File: src/rtl/vga_timing_pkg.sv
// VGA 640x480@60 timing defaults shared by the sync generator and its users.
package vga_timing_pkg;
  localparam int CNT_W      = 10;

  localparam int H_ACTIVE_D = 640;
  localparam int H_FP_D     = 16;
  localparam int H_SYNC_D   = 96;
  localparam int H_BP_D     = 48;
  localparam int H_TOTAL_D  = H_ACTIVE_D + H_FP_D + H_SYNC_D + H_BP_D;

  localparam int V_ACTIVE_D = 480;
  localparam int V_FP_D     = 10;
  localparam int V_SYNC_D   = 2;
  localparam int V_BP_D     = 33;
  localparam int V_TOTAL_D  = V_ACTIVE_D + V_FP_D + V_SYNC_D + V_BP_D;

  localparam int H_SYNC_START_D = H_ACTIVE_D + H_FP_D;
  localparam int H_SYNC_END_D   = H_SYNC_START_D + H_SYNC_D;
  localparam int V_SYNC_START_D = V_ACTIVE_D + V_FP_D;
  localparam int V_SYNC_END_D   = V_SYNC_START_D + V_SYNC_D;

  // Half-open range test on a raster count.
  function automatic logic in_range(input logic [CNT_W-1:0] v,
                                    input logic [CNT_W-1:0] lo,
                                    input logic [CNT_W-1:0] hi);
    return (v >= lo) && (v < hi);
  endfunction
endpackage

File: src/rtl/pix_tick_gen.sv
// Pixel-clock enable: divides the system clock by CLK_DIV, pix_en high one clock in CLK_DIV.
module pix_tick_gen #(
  parameter int CLK_DIV = 2
) (
  input  logic clock,
  input  logic reset,
  output logic pix_en
);
  localparam int DIV_W = (CLK_DIV > 1) ? $clog2(CLK_DIV) : 1;
  localparam logic [DIV_W-1:0] DIV_LAST = DIV_W'(CLK_DIV - 1);

  logic [DIV_W-1:0] div_cnt_q, div_cnt_d;
  logic             pix_en_q, pix_en_d;

  // pix_en is registered so it is low in reset even when CLK_DIV==1.
  always_comb begin
    div_cnt_d = (div_cnt_q == DIV_LAST) ? '0 : div_cnt_q + 1'b1;
    pix_en_d  = (div_cnt_d == DIV_LAST);
  end

  always_ff @(posedge clock) begin
    if (!reset) begin
      div_cnt_q <= '0;
      pix_en_q  <= 1'b0;
    end else begin
      div_cnt_q <= div_cnt_d;
      pix_en_q  <= pix_en_d;
    end
  end

  assign pix_en = pix_en_q;
endmodule

File: src/rtl/vga_sync_gen.sv
// VGA raster timing: h/v counters, registered sync/active/frame_start decoded from next-state counts.
// Optional VGA_FRAME_CNT_EN adds a 16-bit wrapping frame counter port.
module vga_sync_gen
  import vga_timing_pkg::*;
#(
  parameter int   CLK_DIV  = 2,
  parameter int   H_ACTIVE = H_ACTIVE_D,
  parameter int   H_FP     = H_FP_D,
  parameter int   H_SYNC   = H_SYNC_D,
  parameter int   H_BP     = H_BP_D,
  parameter int   V_ACTIVE = V_ACTIVE_D,
  parameter int   V_FP     = V_FP_D,
  parameter int   V_SYNC   = V_SYNC_D,
  parameter int   V_BP     = V_BP_D,
  parameter logic SYNC_POL = 1'b0
) (
  input  logic             clock,
  input  logic             reset,
  output logic             pix_en,
  output logic [CNT_W-1:0] x,
  output logic [CNT_W-1:0] y,
  output logic             active,
  output logic             v_sync,
  output logic             vga_hs,
  output logic             vga_vs,
  output logic             frame_start
`ifdef VGA_FRAME_CNT_EN
  ,
  output logic [15:0]      frame_cnt
`endif
);
  localparam int H_TOTAL = H_ACTIVE + H_FP + H_SYNC + H_BP;
  localparam int V_TOTAL = V_ACTIVE + V_FP + V_SYNC + V_BP;

  localparam logic [CNT_W-1:0] H_LAST = CNT_W'(H_TOTAL - 1);
  localparam logic [CNT_W-1:0] V_LAST = CNT_W'(V_TOTAL - 1);
  localparam logic [CNT_W-1:0] H_ACT  = CNT_W'(H_ACTIVE);
  localparam logic [CNT_W-1:0] V_ACT  = CNT_W'(V_ACTIVE);
  localparam logic [CNT_W-1:0] H_SS   = CNT_W'(H_ACTIVE + H_FP);
  localparam logic [CNT_W-1:0] H_SE   = CNT_W'(H_ACTIVE + H_FP + H_SYNC);
  localparam logic [CNT_W-1:0] V_SS   = CNT_W'(V_ACTIVE + V_FP);
  localparam logic [CNT_W-1:0] V_SE   = CNT_W'(V_ACTIVE + V_FP + V_SYNC);

  logic pix_en_w;

  pix_tick_gen #(.CLK_DIV(CLK_DIV)) u_pix_tick (
    .clock  (clock),
    .reset  (reset),
    .pix_en (pix_en_w)
  );

  logic [CNT_W-1:0] x_q, x_d, y_q, y_d;
  logic active_q, active_d;
  logic v_sync_q, v_sync_d;
  logic vga_hs_q, vga_hs_d;
  logic vga_vs_q, vga_vs_d;
  logic frame_start_q, frame_start_d;

  // Decode from x_d/y_d so every registered flag lines up with the count it describes.
  always_comb begin
    x_d = x_q;
    y_d = y_q;
    if (pix_en_w) begin
      if (x_q == H_LAST) begin
        x_d = '0;
        y_d = (y_q == V_LAST) ? '0 : y_q + 1'b1;
      end else begin
        x_d = x_q + 1'b1;
      end
    end
    active_d      = (x_d < H_ACT) && (y_d < V_ACT);
    v_sync_d      = in_range(y_d, V_SS, V_SE);
    vga_hs_d      = in_range(x_d, H_SS, H_SE) ^ ~SYNC_POL;
    vga_vs_d      = v_sync_d ^ ~SYNC_POL;
    frame_start_d = pix_en_w && (x_d == '0) && (y_d == '0);
  end

  always_ff @(posedge clock) begin
    if (!reset) begin
      x_q           <= H_LAST;
      y_q           <= V_LAST;
      active_q      <= 1'b0;
      v_sync_q      <= 1'b0;
      vga_hs_q      <= ~SYNC_POL;
      vga_vs_q      <= ~SYNC_POL;
      frame_start_q <= 1'b0;
    end else begin
      x_q           <= x_d;
      y_q           <= y_d;
      active_q      <= active_d;
      v_sync_q      <= v_sync_d;
      vga_hs_q      <= vga_hs_d;
      vga_vs_q      <= vga_vs_d;
      frame_start_q <= frame_start_d;
    end
  end

`ifdef VGA_FRAME_CNT_EN
  logic [15:0] frame_cnt_q, frame_cnt_d;

  always_comb begin
    frame_cnt_d = frame_start_d ? frame_cnt_q + 16'd1 : frame_cnt_q;
  end

  always_ff @(posedge clock) begin
    if (!reset) frame_cnt_q <= '0;
    else        frame_cnt_q <= frame_cnt_d;
  end

  assign frame_cnt = frame_cnt_q;
`endif

  assign pix_en      = pix_en_w;
  assign x           = x_q;
  assign y           = y_q;
  assign active      = active_q;
  assign v_sync      = v_sync_q;
  assign vga_hs      = vga_hs_q;
  assign vga_vs      = vga_vs_q;
  assign frame_start = frame_start_q;
endmodule
File: config.mk
export PLATFORM = sky130hd
export DESIGN_NAME = vga_sync_gen
export DESIGN_NICKNAME = d
export VERILOG_FILES = /design/src/rtl/vga_timing_pkg.sv /design/src/rtl/pix_tick_gen.sv /design/src/rtl/vga_sync_gen.sv
export SDC_FILE = /design/constraint.sdc
export NUM_CORES = 1
export LEC_CHECK = 0
export CORE_ASPECT_RATIO = 0.5
export CORE_MARGIN = 5
export CORE_UTILIZATION = 56
export DETAILED_ROUTE_END_ITERATION = 8
export PLACE_DENSITY = 0.83
export SYNTH_ARGS = -nofsm -noshare
export SYNTH_HDL_FRONTEND = slang
export SYNTH_SLANG_ARGS = --single-unit
export TNS_END_PERCENT = 20
File: constraint.sdc
create_clock -name clock -period 5.8 [get_ports clock]
set_input_delay 1.16 -clock clock [delete_from_list [all_inputs] [get_ports clock]]
set_output_delay 1.16 -clock clock [all_outputs]
set_load 0.01 [all_outputs]
==> results of run 1 <==
worst max path at each step:
| stage | end | slack, ps | cells past startpoint |
|---|---|---|---|
| 6_report | frame_start | 2740 | 6 |
| 5_1_grt | frame_start | 2600 | 6 |
| 4_1_cts | frame_start | 2740 | 6 |
| 3_5_place_dp | frame_start | 2460 | 6 |
| 3_3_place_gp | frame_start | 2520 | 6 |
| 2_1_floorplan | frame_start | 3450 | 7 |
through the flow:
step / std cells / setup WS (ps)
floorplan: 188 / 3450
global placement: 240 / 2520
detailed placement: 240 / 2460
CTS: 243 / 2740
global route: 243 / 2600
finish: 243 / 2740
power breakdown:
part / total, W / leakage (nW) / switching, W / internal [W]
Sequential: 0.000221 / 0.212 / 0.0000288 / 0.000192
Combinational: 0.000158 / 0.426 / 0.0000850 / 0.0000734
Clock: 0.000102 / 0.0216 / 0.0000554 / 0.0000466
Yosys cell counts, types with 2 or more instances:
cell	instances
sky130_fd_sc_hd__and2_1	3
sky130_fd_sc_hd__buf_6	3
sky130_fd_sc_hd__xnor2_1	6
sky130_fd_sc_hd__dfxtp_1	26
sky130_fd_sc_hd__ha_1	3
sky130_fd_sc_hd__and3_1	4
sky130_fd_sc_hd__a31o_2	4
sky130_fd_sc_hd__nor2_1	18
sky130_fd_sc_hd__nand3_1	13
sky130_fd_sc_hd__or3_1	2
sky130_fd_sc_hd__nand2_1	19
sky130_fd_sc_hd__nand4_1	6
sky130_fd_sc_hd__inv_1	5
sky130_fd_sc_hd__nor3_1	9
sky130_fd_sc_hd__o22ai_1	2
sky130_fd_sc_hd__nor4_1	2
sky130_fd_sc_hd__o21ai_0	13
sky130_fd_sc_hd__xor2_1	6
sky130_fd_sc_hd__a211oi_1	2
sky130_fd_sc_hd__a31oi_1	3
sky130_fd_sc_hd__or2_2	2
sky130_fd_sc_hd__clkbuf_8	3
sky130_fd_sc_hd__clkbuf_1	4
sky130_fd_sc_hd__or4_1	2
sky130_fd_sc_hd__a21oi_1	7
registers in the layout (all words and copies together) (netlist names):
signal,cells
u_pix_tick.pix_en,1
y,10
vga_hs,1
vga_vs,1
v_sync,1
frame_start,1
x,10
active,1
cells in the final DEF, fill, tap and decap left out, drive strengths merged, types with 2 or more instances in the layout:
cell type,instances
clkdlybuf4s50,27
dfxtp,26
nand2,19
nor2,18
nand3,13
o21ai,13
nor3,9
a21oi,7
nand4,7
xnor2,6
xor2,6
inv,5
and3,5
a31o,4
a31oi,3
and2,3
ha,3
clkbuf,3
nor4,3
or4,3
or3,3
or2,2
a211oi,2
o22ai,2
layout make-up:
class                      instances  area (um2)
clock buffer                       3        41.3
fill                             236         807
inverter                           5        18.8
multi-input combinational        145         915
sequential                        26         520
tap                               37        46.3
timing repair buffer              27         270
cells by family after synthesis:
| kind of cell | count (synthesis) | share of synthesized area, % |
|---|---|---|
| flip-flops | 26 | 33.4 |
| AND/OR/NAND/NOR | 90 | 32.7 |
| AO/OA/AOI/OAI | 38 | 15.5 |
| XOR/XNOR | 12 | 6.75 |
| multiplexers | 2 | 1.37 |
| adder cells (fa/ha/maj) | 3 | 2.41 |
| buffers and inverters | 17 | 7.80 |
routing by layer:
metal | vias up | share of wire, %
met5 | - | 0
met3 | 5 | 12
met2 | 82 | 44
li1 | 720 | -
met1 | 659 | 43
met4 | 0 | 0.61
worst max-delay path, cell delays in order:
cell                              delay [ps]
sky130_fd_sc_hd__clkdlybuf4s50_1         780
sky130_fd_sc_hd__inv_1                   330
sky130_fd_sc_hd__or4_1                   530
sky130_fd_sc_hd__o21ai_0                  90
sky130_fd_sc_hd__a22o_1                  180
sky130_fd_sc_hd__nor4b_2                 180
==> impl_metrics.yaml, run 1 <==
outcome:
  result_of_the_run: "complete, no violations"
clock_tree:
  worst_skew_pair.late_latency_ps: 270
  cts-root-buf: "sky130_fd_sc_hd__clkbuf_8"
  cts_max_level: 1
  post_cts.repair.setup_buffers: 0
  tritoncts: "built"
  clkSlewWorstSetupHoldPaths_ps: 90
  cts-buffers-inserted: 3
  ctsResizeCount: 0
  numClockSinks: 26
  cts_hold_buf: 0
  clk_path_buf_depth: 2
setup_path:
  critPathLaunchType: "input pin"
  worst-path-max-fanout: 13
  cp-startpoint: "reset"
  reg2reg_from: "x[0]"
  critical_path_capture_point_type: "flip-flop"
  worst-endpoint-required_ps: 5990
  worstReg2RegEnd: "frame_start"
  worst_setup_path_class: "input pin to flip-flop"
  ff2ff_setup_slack_ps: 3060
  worst_ep_arrival_time_ps: 3250
  worst-r2r-cell-count: 7
global_routing:
  grt_start_max_net_pins: 14
  global_route.usage.met3_pct: 7.01
  initial_antenna_violation_count: 0
  grt_pass1_wl_um: 6450
  grt_remaining_overflow: 0
  grt_use_total_pct: 20.9
  gr-usage-met1_pct: 27.2
  first_global_vias: 1341
  global_route.peak_usage_layer: "met2"
  grtUsageMet2_pct: 34.1
die:
  initial_core_util_pct: 59.4
  die-area_um2: 4000
  die_width_um: 84.6
  core_region_area_um2: 2620
  die_extent_in_y_um: 47.3
  placementRows: 13
  ios: 28
final_layout:
  postLayoutCoreUtil_pct: 69.2
  final_layout_size_suffix_gt1_share_pct: 8.25
  antenna-diode-count: 0
  flow.area_growth_from_synthesis_pct: 16.4
  design.final.nets: 213
  postLayoutCellArea_um2: 1810
yosys:
  synthesis.area_per_instance_um2: 8.28
  post-synth-top-area-fraction_pct: 33.4
  synth-seq-area-share_pct: 33.4
  yosys-top-cells-area: "sky130_fd_sc_hd__dfxtp_1, sky130_fd_sc_hd__nand2_1, sky130_fd_sc_hd__nor2_1"
  synth-seq-cells: 26
  postSynth.topFlopCell: "sky130_fd_sc_hd__dfxtp_1"
  postSynthNetCount: 193
  synth_top_area_cell: "sky130_fd_sc_hd__dfxtp_1"
  synth_edf_count: 0
  synth_area_um2: 1560
  netlist_instances: 188
  ys_warn_count: 0
  synth_async_sr_flop_share_pct: 0
  synth.distinct_cells: 46
sta:
  final_worst_clock_skew_ps: 6.23
  grt_setup_unrepaired: "no"
  finalCritPeriodShare_pct: 52.8
  slew_headroom_pct: 58.2
  setup-violations-final: 0
  finalHoldViolations: 0
  report.final.slew_viol_count: 0
  maxClockFrequency_mhz: 327
  final.min_clock_period_ps: 3060
  fin_hold_ws_ps: 594
  setup-tns-final_ps: 0
  worst_pin_slew_ps: 621
hold_path:
  hold_depth: 2
  min_path_type: "flip-flop to flip-flop"
  worst_hold_startpoint: "y[7]"
  min_delay_worst_endpoint: "y[7]"
power:
  ir_drop_v: 0.000140
  power.density_cell_area_nw_per_um2: 265
  post-layout-total-power_w: 0.000481
  leakagePower_nw: 0.659
routing:
  vias: 1466
  detail_route.wl_per_cell_um: 16.1
  remaining_drc_errors: 0
  antenna_left: 0
  total_routed_length_um: 3910
  detail_route.vias_per_cell: 6.03
  drt_pre_antenna_iters: 5
  initialDrtViolationCount: 166
placement:
  gp_routability_congestion: 0.885
  buffer_ports.inserted: 27
  dpl-instance-area_um2: 1770
  dp_hpwl_um: 2870
run:
  max_cap_viol_count: 0
Power figures use the tool's default switching activity.
==> inputs of run 2 (changes only) <==
CORE_UTILIZATION = 47   (was 56)
PLACE_DENSITY = 0.75   (was 0.83)
clock period = 2.7 ns   (was 5.8 ns; I/O delays follow)
==> run 2 against run 1 <==
Clock-buffer cell count did not move. Critical path depth rose by 1. Flip-flop and latch count did not move. Die area rose by 16%. Sequential power rose by 110%. Cell count rose by 3.7%. Worst hold slack got worse by 1.7 ps. First-iteration DRC count fell by 33%.
==> impl_metrics.yaml, run 2 (synthesis results as in run 1) <==
clock_tree:
  cts-root-buf: "sky130_fd_sc_hd__clkbuf_8"
  ctsResizeCount: 0
  numClockSinks: 26
  post_cts.repair.setup_buffers: 0
  clk_path_buf_depth: 2
  cts-buffers-inserted: 3
  clkSlewWorstSetupHoldPaths_ps: 100
  cts_hold_buf: 0
  worst_skew_pair.late_latency_ps: 270
  tritoncts: "built"
  cts_max_level: 1
die:
  die_width_um: 91.4
  core_region_area_um2: 3080
  ios: 28
  die_extent_in_y_um: 50.7
  die-area_um2: 4630
  initial_core_util_pct: 50.5
  placementRows: 14
final_layout:
  layout.cells.most_common: "sky130_fd_sc_hd__clkdlybuf4s50_1"
  postLayoutCoreUtil_pct: 61.1
  antenna-diode-count: 0
  flow.area_growth_from_synthesis_pct: 21.0
  most_frequent_cells_in_the_layout: "sky130_fd_sc_hd__clkdlybuf4s50_1, sky130_fd_sc_hd__dfxtp_1, sky130_fd_sc_hd__nand2_1"
  design.final.nets: 218
  final_layout_size_suffix_gt1_share_pct: 10.8
routing:
  detail_route.vias_per_cell: 5.83
  vias: 1470
  initialDrtViolationCount: 112
  total_routed_length_um: 3800
  detail_route.wl_per_cell_um: 15.1
  remaining_drc_errors: 0
  drt_pre_antenna_iters: 4
  antenna_left: 0
sta:
  setup-violations-final: 0
  finalHoldViolations: 0
  slew_headroom_pct: 55.7
  worst_pin_slew_ps: 659
  report.final.slew_viol_count: 0
  maxClockFrequency_mhz: 403
  finalCritPeriodShare_pct: 91.9
  final_worst_clock_skew_ps: 7.80
  setup-tns-final_ps: 0
  grt_setup_unrepaired: "no"
  final.min_clock_period_ps: 2480
global_routing:
  initial_antenna_violation_count: 0
  first_global_vias: 1246
  grt_use_total_pct: 16.3
  grt_remaining_overflow: 0
  grt_start_max_net_pins: 16
  grt_pass1_wl_um: 6180
hold_path:
  worst_hold_startpoint: "y[7]"
  min_path_type: "flip-flop to flip-flop"
placement:
  dp_hpwl_um: 2810
  buffer_ports.inserted: 27
  gp_routability_congestion: 0.875
power:
  leakagePower_nw: 0.699
  power.density_cell_area_nw_per_um2: 610
  ir_drop_v: 0.000328
setup_path:
  worst_ep_arrival_time_ps: 2680
  critPathLaunchType: "flip-flop"
  worst-path-max-fanout: 10
  worst-endpoint-required_ps: 2900
  worst_setup_path_class: "flip-flop to flip-flop"
  cp-startpoint: "x[0]"
  reg2reg_from: "x[0]"
  critical_path_capture_point_type: "flip-flop"
run:
  max_cap_viol_count: 0
outcome:
  result_of_the_run: "complete, no violations"
==> run 2: power breakdown <==
part	switching [W]	internal, W
Clock	0.000126	0.000198
Combinational	0.000192	0.000165
Sequential	0.0000537	0.000412
==> run 2: critical path, cell delays in order, from the launching register on <==
cell                       delay (ps)
sky130_fd_sc_hd__dfxtp_1          460
sky130_fd_sc_hd__ha_1             290
sky130_fd_sc_hd__nand3_1          180
sky130_fd_sc_hd__or4_1            720
sky130_fd_sc_hd__a211oi_1         260
sky130_fd_sc_hd__a31o_2           150
sky130_fd_sc_hd__nand4_1          100
sky130_fd_sc_hd__nor4b_2          250
==> run 2: final timing paths <==
path	slack [ps]	depth (start not counted)	end
max	220	7	frame_start
min	590	2	y[7]
max reg2reg	220	7	frame_start
min reg2reg	590	2	y[7]
==> run 2: area by class of cell <==
class                           count  area [um2]
Fill cell                         283        1200
Timing Repair Buffer               32         308
Multi-Input combinational cell    145         915
Inverter                            5        18.8
Clock buffer                        3        41.3
Sequential cell                    26         520
Tap cell                           40        50.0
Clock inverter                      1        30.0
==> run 2: per-layer routing <==
layer	GRT usage, %	part of all wire, %	vias to the layer above
li1	-	-	735
met1	22.6	48	677
met2	25.9	44	56
met3	3.73	7.6	2
met4	3.66	0.53	0
met5	0	0	-
==> run 2: stage by stage <==
| stage | total power, W | hold WS [ps] | area (um2) | worst slack [ps] | cells |
|---|---|---|---|---|---|
| 4_1_cts | 0.00115 | 593 | 1880 | 226 | 252 |
| 6_report | 0.00115 | 592 | 1880 | 218 | 252 |
| 3_3_place_gp | 0.000823 | 565 | 1810 | 335 | 248 |
| 5_1_grt | 0.00121 | 632 | 1880 | 30.2 | 252 |
| 2_1_floorplan | 0.000728 | 562 | 1560 | 348 | 188 |
| 3_5_place_dp | 0.000825 | 568 | 1810 | 260 | 248 |
==> patch, RTL diff (settings of run 1) <==
Add a define of `VGA_FRAME_CNT_EN`.
--- a/src/rtl/vga_sync_gen.sv
+++ b/src/rtl/vga_sync_gen.sv
@@ -1,4 +1,6 @@
 // VGA raster timing: h/v counters, registered sync/active/frame_start decoded from next-state counts.
 // Optional VGA_FRAME_CNT_EN adds a 16-bit wrapping frame counter port.
+`define VGA_FRAME_CNT_EN
+
 module vga_sync_gen
   import vga_timing_pkg::*;
Formal check against the unedited RTL (old outputs only; new: frame_cnt): equivalent (equiv_simple and equiv_induct, registers matched by name and starting in step).
==> patch against run 1 <==
Total power is 65% higher. Register-to-register slack got worse by 1.2 ns. Utilization grew 2.3 points. Non-clock buffer count is 18 higher. Clock skew shrank 0.00090 ns. Setup slack worse by 0.90 ns. Wire length rose by 52%. Area after synthesis grew 50%. Count of clock-buffer cells in the layout up 3. Sequential cell count grew 16. Final area increased by 56%. Critical path type is now reg2reg. Highest routed layer unchanged.
==> patch: results (changes against run 1) <==
status finished, final reports clean; Avg WL per Cell 15.99 um (-0.70%); CTS Buf Count 5 (+2); CTS H-Tree Depth 2 (+1); reg-to-reg endpoint frame_cnt[2]; final hold slack 0.4955 ns (-0.09836 ns); CP Launch Type flip-flop; top cells by count, synth 42 x dfxtp_1, 28 x nand2_1, 19 x a21oi_1, 19 x nor2_1, 18 x nand3_1; All-Layer GR Usage 0.2158 (+0.006368); top post-synthesis cells by area dfxtp_1 36%, nand2_1 4.5%, o31ai_1 4.5%, or4_1 4.5%, a21oi_1 4.1%; Syn Nets 296 (+53%); layout cells sized above 1 0.05329 (-0.02923); worst skew pair latency 0.31 ns (+0.04 ns); GPL Wtd Cong 0.9303 (+5.2%); largest net degree at the start of global routing 30 (+16); Crit path arrival time 4.19 ns (+0.94 ns); Port Buffer Count 43 (+59%); routed via count 2327 (+59%); Post-DP HPWL 4089 um (+43%); flop2flop setup slack 1.84 ns (-1.22 ns); initial DRC count 150 (-9.6%); Root Buffer clkbuf_8; Syn Area/Cell 8.068 um^2 (-2.6%); Max Fanout on Critical Path 29 (+16); postcts setup bufs 0 (unchanged); drt pass-1 iters 4 (-1); Layout fillers 320 (+36%); Place WS 1.892 ns (-0.5715 ns); period utilisation layout 0.6823 (+0.1544); vias in the first global route 2121 (+58%); Routed WL 5966 um (+52%); Final nets 324 (+52%); leakage 0.0009371 uW (+42%); fraction of registers with async set/reset 0 (unchanged); dpl cells 365 (+52%); reg2reg path depth 8 (+1); Seq/Total Area, Yosys 0.3594 (+0.02495); clock skew 0.005331 ns (-0.0009039 ns)
-- patch: worst max-delay path, stage by stage, from the launching register on --
cell	delay, ns
dfxtp_1	0.46
ha_1	0.26
nand2_1	0.18
or4_1	0.74
nor2_1	0.28
a41o_1	0.22
nand4_1	0.79
or4_1	0.79
a21oi_1	0.17
-- patch: report_power, final --
| part | leakage (uW) | total (uW) | internal, uW | switching (uW) |
|---|---|---|---|---|
| clock network | 0.0000452 | 194 | 85.1 | 109 |
| registers | 0.000341 | 348 | 310 | 38.7 |
| logic | 0.000551 | 251 | 108 | 143 |
-- patch: cell families after synthesis --
group | Yosys count | share of synthesized area
fa+ha+maj | 4 | 0.02139
simple gates | 129 | 0.3070
xor+xnor | 14 | 0.05241
buf+inv | 31 | 0.05722
mux | 4 | 0.01711
compound gates | 66 | 0.1856
flops | 42 | 0.3594
-- patch: worst min path at each step --
stage,start,endpoint,cells past startpoint
global route,frame_cnt[6],frame_cnt[6],2
global placement,frame_cnt[15],frame_cnt[15],2
floorplan,frame_cnt[15],frame_cnt[15],2
detailed placement,frame_cnt[15],frame_cnt[15],2
finish,frame_cnt[15],frame_cnt[15],2
CTS,frame_cnt[15],frame_cnt[15],2
-- patch: layout make-up --
cell class	count	area share
inverter	7	0.009280
sequential	42	0.2970
clock inverter	2	0.004861
timing repair buffer	45	0.1573
clock buffer	6	0.02563
multi-input combinational	217	0.4821
tap	54	0.02386
-- patch: stage by stage --
step / cell area (um^2) / power (uW)
3_3_place_gp: 2745 / 593.3
5_1_grt: 2831 / 839.3
4_1_cts: 2831 / 794.0
3_5_place_dp: 2745 / 601.4
2_1_floorplan: 2340 / 518.1
6_report: 2831 / 794.1
-- patch: metal layers --
metal  vias up  part of all wire  GRT usage
met5         -                 0          0
met4         0             0.020     0.1023
met3        12             0.069    0.05257
met2        87              0.44     0.3262
met1      1096              0.47     0.2868
li1       1132                 -          -
